[config.mk]
export PLATFORM = sky130hd
export DESIGN_NAME = ides4_sc
export DESIGN_NICKNAME = d
export VERILOG_FILES = /design/src/rtl/ides4_sc.sv
export SDC_FILE = /design/constraint.sdc
export NUM_CORES = 1
export LEC_CHECK = 0
export ABC_AREA = 1
export BUFFER_PORTS_ARGS = -buffer_cell sky130_fd_sc_hd__buf_2
export CORE_AREA = 2 2 39 41
export CTS_BUF_LIST = sky130_fd_sc_hd__clkbuf_2 sky130_fd_sc_hd__clkbuf_4 sky130_fd_sc_hd__clkbuf_8
export CTS_CLUSTER_SIZE = 24
export DETAILED_ROUTE_END_ITERATION = 7
export DIE_AREA = 0 0 41 43
export PLACE_DENSITY = 0.48
export SYNTH_ARGS = -nofsm -noshare
export SYNTH_HDL_FRONTEND = slang
export SYNTH_SLANG_ARGS = --single-unit
[constraint.sdc]
create_clock -name CLK -period 2.1 [get_ports CLK]
set_input_delay 0 -clock CLK [delete_from_list [all_inputs] [get_ports CLK]]
set_output_delay 0 -clock CLK [all_outputs]
set_load 0.01 [all_outputs]
[src/rtl/ides4_sc.sv]
// ides4_sc: single-clock 1:4 input deserializer with bit-slip.
// Serial bits on D are gathered into 4-bit words on Q0..Q3 (oldest bit in Q0),
// with a one-cycle VALID strobe following each word load. A rising edge on
// CALIB freezes the word-phase counter for one cycle, moving the word boundary
// one bit later.
module ides4_sc #(
  parameter logic INIT = 1'b0
) (
  input  logic CLK,
  input  logic RESET,
  input  logic D,
  input  logic CALIB,
  output logic Q0,
  output logic Q1,
  output logic Q2,
  output logic Q3,
  output logic VALID
);

  localparam int WORD_W = 4;

  // sh_r[0] holds the oldest buffered bit, sh_r[WORD_W-2] the newest.
  logic [WORD_W-2:0] sh_r;
  logic [1:0]        cnt_r;
  logic              calib_q_r;
  logic [WORD_W-1:0] word_r;
  logic              valid_r;

  logic              slip_s;
  logic              load_s;
  logic [1:0]        cnt_next_s;

  // Slip on a CALIB rising edge; load at the last phase unless slipping.
  always_comb begin
    slip_s     = 1'b0;
    load_s     = 1'b0;
    cnt_next_s = cnt_r;
    if (CALIB && !calib_q_r) begin
      slip_s = 1'b1;
    end else begin
      slip_s = 1'b0;
    end
    if (slip_s) begin
      cnt_next_s = cnt_r;
      load_s     = 1'b0;
    end else begin
      cnt_next_s = cnt_r + 2'd1;
      load_s     = (cnt_r == 2'd3);
    end
  end

  // Serial shift register; shifts on every edge, slip cycles included.
  always_ff @(posedge CLK or posedge RESET) begin
    if (RESET) begin
      sh_r <= {(WORD_W-1){INIT}};
    end else begin
      sh_r <= {D, sh_r[WORD_W-2:1]};
    end
  end

  // Word-phase counter and CALIB edge-detect history. calib_q resets high so
  // CALIB held through reset does not produce a spurious slip.
  always_ff @(posedge CLK or posedge RESET) begin
    if (RESET) begin
      cnt_r     <= 2'd0;
      calib_q_r <= 1'b1;
    end else begin
      cnt_r     <= cnt_next_s;
      calib_q_r <= CALIB;
    end
  end

  // Parallel word and VALID strobe; word holds between loads.
  always_ff @(posedge CLK or posedge RESET) begin
    if (RESET) begin
      word_r  <= {WORD_W{INIT}};
      valid_r <= 1'b0;
    end else begin
      if (load_s) begin
        word_r <= {D, sh_r};
      end else begin
        word_r <= word_r;
      end
      valid_r <= load_s;
    end
  end

  assign Q0    = word_r[0];
  assign Q1    = word_r[1];
  assign Q2    = word_r[2];
  assign Q3    = word_r[3];
  assign VALID = valid_r;

endmodule

# Word-level counts from Yosys, hierarchy flattened
# Index checks and enable logic that the tools add are counted.
[totals] latchBits=0 output_inout_bits=5 word_cells=11 regBits=11 rom_bits=0 mem_count=0 ram_bits=0 in_bits=4
[op_classes] add_sub_neg=1 bitwise=0 magnitude_cmp=0 n_div=0 shift=0 mul=0 muxes=2 n_reduce_logical=2 n_eq_ne=1
[ops] operator="$add A2 B1 Y2 const B" n=1
[ops] operator="$eq A2 B2 Y1 const B" n=1
[ops] operator="$mux W1" n=2
[ops] operator="$logic_and A1 B1 Y1" n=1
[ops] operator="$logic_not A1 Y1" n=1

# Longest topological paths before layout
[depth] depth_word=4 depth_mapped=5 ltp_nobuf=5

# Least setup slack after synthesis
# OpenSTA, ideal clock, no wires.
[synth_path] kind="register to register" start="reg calib_q_r" end="reg word_r[2]" t_arrival_ns=0.782 required_time_ns=1.983 n_path_buf=0 slack_ns=1.201 setup_time_ns=0.117 stages_incl_launch_ff=6 synth_period_minus_slack_ns=0.899 cell_sequence="dfstp_2 > inv_1 > nand2_4 > nand2_4 > nand2_1 > nand2_1"
[synth_via] elab_chain_len=4
[synth_rtl] element="from (decl)" line_no="25" source="logic calib_q_r;"
[synth_rtl] element="from (signal assigned)" line_no="66" source="calib_q_r <= 1'b1;"
[synth_rtl] element="from (signal assigned)" line_no="69" source="calib_q_r <= CALIB;"
[synth_rtl] element="$logic_not A1 Y1" line_no="38" source="if (CALIB && !calib_q_r) begin"
[synth_rtl] element="$logic_and A1 B1 Y1" line_no="38"
[synth_rtl] element="$mux W1" line_no="38"
[synth_rtl] element="$mux W1" line_no="43" source="if (slip_s) begin"
[synth_rtl] element="to (signal assigned)" line_no="76" source="word_r <= {WORD_W{INIT}};"
[synth_rtl] element="to (signal assigned)" line_no="80" source="word_r <= {D, sh_r};"
[synth_rtl] element="to (signal assigned)" line_no="82" source="word_r <= word_r;"
[synth_rtl] element="to (decl)" line_no="26" source="logic [WORD_W-1:0] word_r;"
# Every way passes these cells.
# A chain may end at the register's enable or synchronous reset.

# Worst setup path in the final report
[layout_path] start="reg cnt_r[0]" end="reg word_r[2]"
[layout_via] elab_chain_len=2
[layout_rtl] element="from (decl)" line_no="24" source="logic [1:0] cnt_r;"
[layout_rtl] element="from (signal assigned)" line_no="68" source="cnt_r <= cnt_next_s;"
[layout_rtl] element="$eq A2 B2 Y1" line_no="48" source="load_s = (cnt_r == 2'd3);"
[layout_rtl] element="$mux W1" line_no="43"
# Every way passes these cells.

==> flow_summary_export.csv <==
group,metric,value,unit
timing,finalSetupTns,0,ns
clocking,path_clk_slew,0.07,ns
clocking,post_cts_resized,0,
power,finalPower,618,uW
synth,netlist_instances,37,
clocking,root_buffer,"clkbuf_4",
synth,synth_top_area_frac,0.621,
clocking,post_cts.repair.setup_buffers,0,
synth,synthMuxAreaShare,0,
placed_design,place.gp.congestion,0.648,
cells_and_area,n_antenna_cell,0,
global_route,antenna_found_initial,0,
power,ir_drop,0.000375,V
global_route,grt_pass1_vias,278,
cells_and_area,drive_above_1_share,0.288,
synth,synth_cell_types,7,
routing,drcViolationCount,0,
worst_setup_path,startpoint,"cnt_r[0]",
routing,drt_iter0_drc,1,
timing,finalCriticalPeriod,0.952,ns
synth,synth_top_family_by_area,"simple AND/OR/NAND/NOR gates",
global_route,grt_max_degree,12,
worst_setup_path,crit_path_end_kind,"register",
timing,worst_slew_margin_rel,0.732,
routing,post_drt_wl_per_cell,8.91,um
worst_setup_path,reg2reg_from,"cnt_r[0]",
routing,wirelength,606,um
clocking,clk_latency,0.27,ns
synth,synth_compound_area_frac,0,
status,outcome,"complete, no violations",
clocking,cts_tree,"built",
floorplan,start_util,0.291,
timing,setup_viol,0,
worst_setup_path,reg2reg_slack,1.15,ns
timing,worst_pin_slew,0.402,ns
synth,synth-seq-area-share,0.686,
cells_and_area,num-nets-final,58,
routing,vias,283,
flow_run,drv_cap,0,
cells_and_area,final_common_cell,"nand2_1",
power,p_leak,0.303,nW
power,power_density,1180,nW/um^2
synth,syn_area,403,um^2
cells_and_area,final_cell_mix,"nand2_1 (14), dfrtp_1 (10), buf_2 (8)",
worst_setup_path,critical_path_class,"register to register",
floorplan,die_area,1760,um^2
routing,drt_first_pass_iters,2,
worst_setup_path,timing.rr.end,"word_r[2]",
cells_and_area,area.growth.synth_to_final,29.8,%
global_route,grt.overflow.total,0,
placed_design,io_buffers,8,
floorplan,ios,9,
floorplan,die_w,41,um
worst_setup_path,ff2ff_path_depth,3,
clocking,cts_max_path_buffers,2,
global_route,grtUsageTotal,0.0963,
synth,synth-simple-area-share,0.236,
timing,period_share,0.453,
floorplan,row_count,14,
routing,vias_per_cell,4.16,
timing,drv_slew,0,
timing,finalHoldViolCount,0,
synth,syn_nets,42,
worst_setup_path,startpoint_type,"register",
clocking,cts.sinks,11,
synth,synth-xor-area-share,0,
min_path,hold_class,"input pin to asynchronous set/reset pin",
synth,yosys.area.top_type,"dfrtp_1",
worst_setup_path,worstPathRequired,2.27,ns
floorplan,core_area,1380,um^2
timing,rsz0062_at_grt,"false",
timing,max_clock_freq,1050,MHz
global_route,grt_pass1_wl,1.09,mm
floorplan,die_y,43,um
worst_setup_path,endpoint,"word_r[2]",
worst_setup_path,cp.arrival,1.12,ns
worst_setup_path,critPathMaxFanout,5,
synth,syn_avg_cell_area,10.9,um^2
placed_design,dpl.hpwl,435,um
synth,yosysWarnings,0,
clocking,htree_levels,1,
routing,antenna_left,0,
timing,fin_skew,0.00255,ns
synth,yosys.area_share.adder,0.0311,
synth,synth_seq_cells,11,
clocking,numCtsBuffers,3,
synth,ys_top_cells_by_area,"dfrtp_1 (62%), nand2_1 (13%), dfstp_2 (6.5%), nand2_4 (5.6%), nand3_1 (5.0%)",
-- cells in the mapped netlist, drive strengths merged --
master   n
nand2   16
dfrtp   10
inv      5
nand3    4
dfstp    1
ha       1
-- worst min-delay path by stage --
stage / start / to / slack [ns]
finish: RESET / cnt_r[1] / 0.25
global route: RESET / word_r[0] / 0.32
CTS: RESET / sh_r[0] / 0.26
detailed placement: RESET / sh_r[0] / 0.003
global placement: RESET / word_r[0] / 0.01
floorplan: RESET / VALID / -0.15
-- report_power, final --
part	leakage (nW)	internal (mW)	switching, mW
sequential	0.132	0.270	0.0268
combinational	0.152	0.0709	0.0910
clock	0.0184	0.0867	0.0726
total	0.303	0.428	0.190
-- sequential cells by signal (all words and copies together), names as in the netlist --
| signal | flops |
|---|---|
| word_r | 4 |
| sh_r | 3 |
| cnt_r | 2 |
| VALID | 1 |
| calib_q_r | 1 |
-- critical path, stage by stage (launching register included) --
cell and delay [ns]:
dfrtp_1 0.40, ha_1 0.28, nand3_1 0.11, nand2_1 0.05
-- cell type report --
type / instances / area [um^2]
Clock buffer: 4 / 30.0
Multi-Input combinational cell: 21 / 108
Tap cell: 16 / 20.0
Fill cell: 135 / 861
Inverter: 5 / 18.8
Sequential cell: 11 / 277
Timing Repair Buffer: 11 / 70.1
-- routing by layer --
layer	global-route usage	vias to the layer above	routed length, um
met2	0.122	9	242
met5	0	-	0
met1	0.127	128	280
met3	0.0314	3	55
li1	-	143	-
met4	0.0800	0	27
-- what timing repair did --
| action | 4_1_cts | 5_1_grt |
|---|---|---|
| endpoints found under the setup margin | 0 | 0 |
| hold buffers | 3 | 0 |
| endpoints found under the hold margin | 13 | 0 |
-- logic make-up (layout without fill, tap and decap cells) --
family        Yosys count  after routing
fa+ha+maj               1              1
buf+inv                 5             20
flops                  11             11
simple gates           20             20
-- through the flow --
| stage | hold WS [ns] | instances | setup WS, ns | util | instance area (um^2) |
|---|---|---|---|---|---|
| final | 0.245 | 68 | 1.15 | 0.378 | 523 |
| after global routing | 0.319 | 68 | 1.06 | 0.378 | 523 |
| after CTS | 0.260 | 68 | 1.14 | 0.378 | 523 |
| after detailed placement | 0.00310 | 61 | 1.15 | 0.335 | 463 |
| after global placement | 0.0122 | 61 | 1.15 | 0.335 | 463 |
| after floorplan | -0.148 | 37 | 1.20 | - | 403 |
Note: power is estimated with default switching activity, not from simulation.
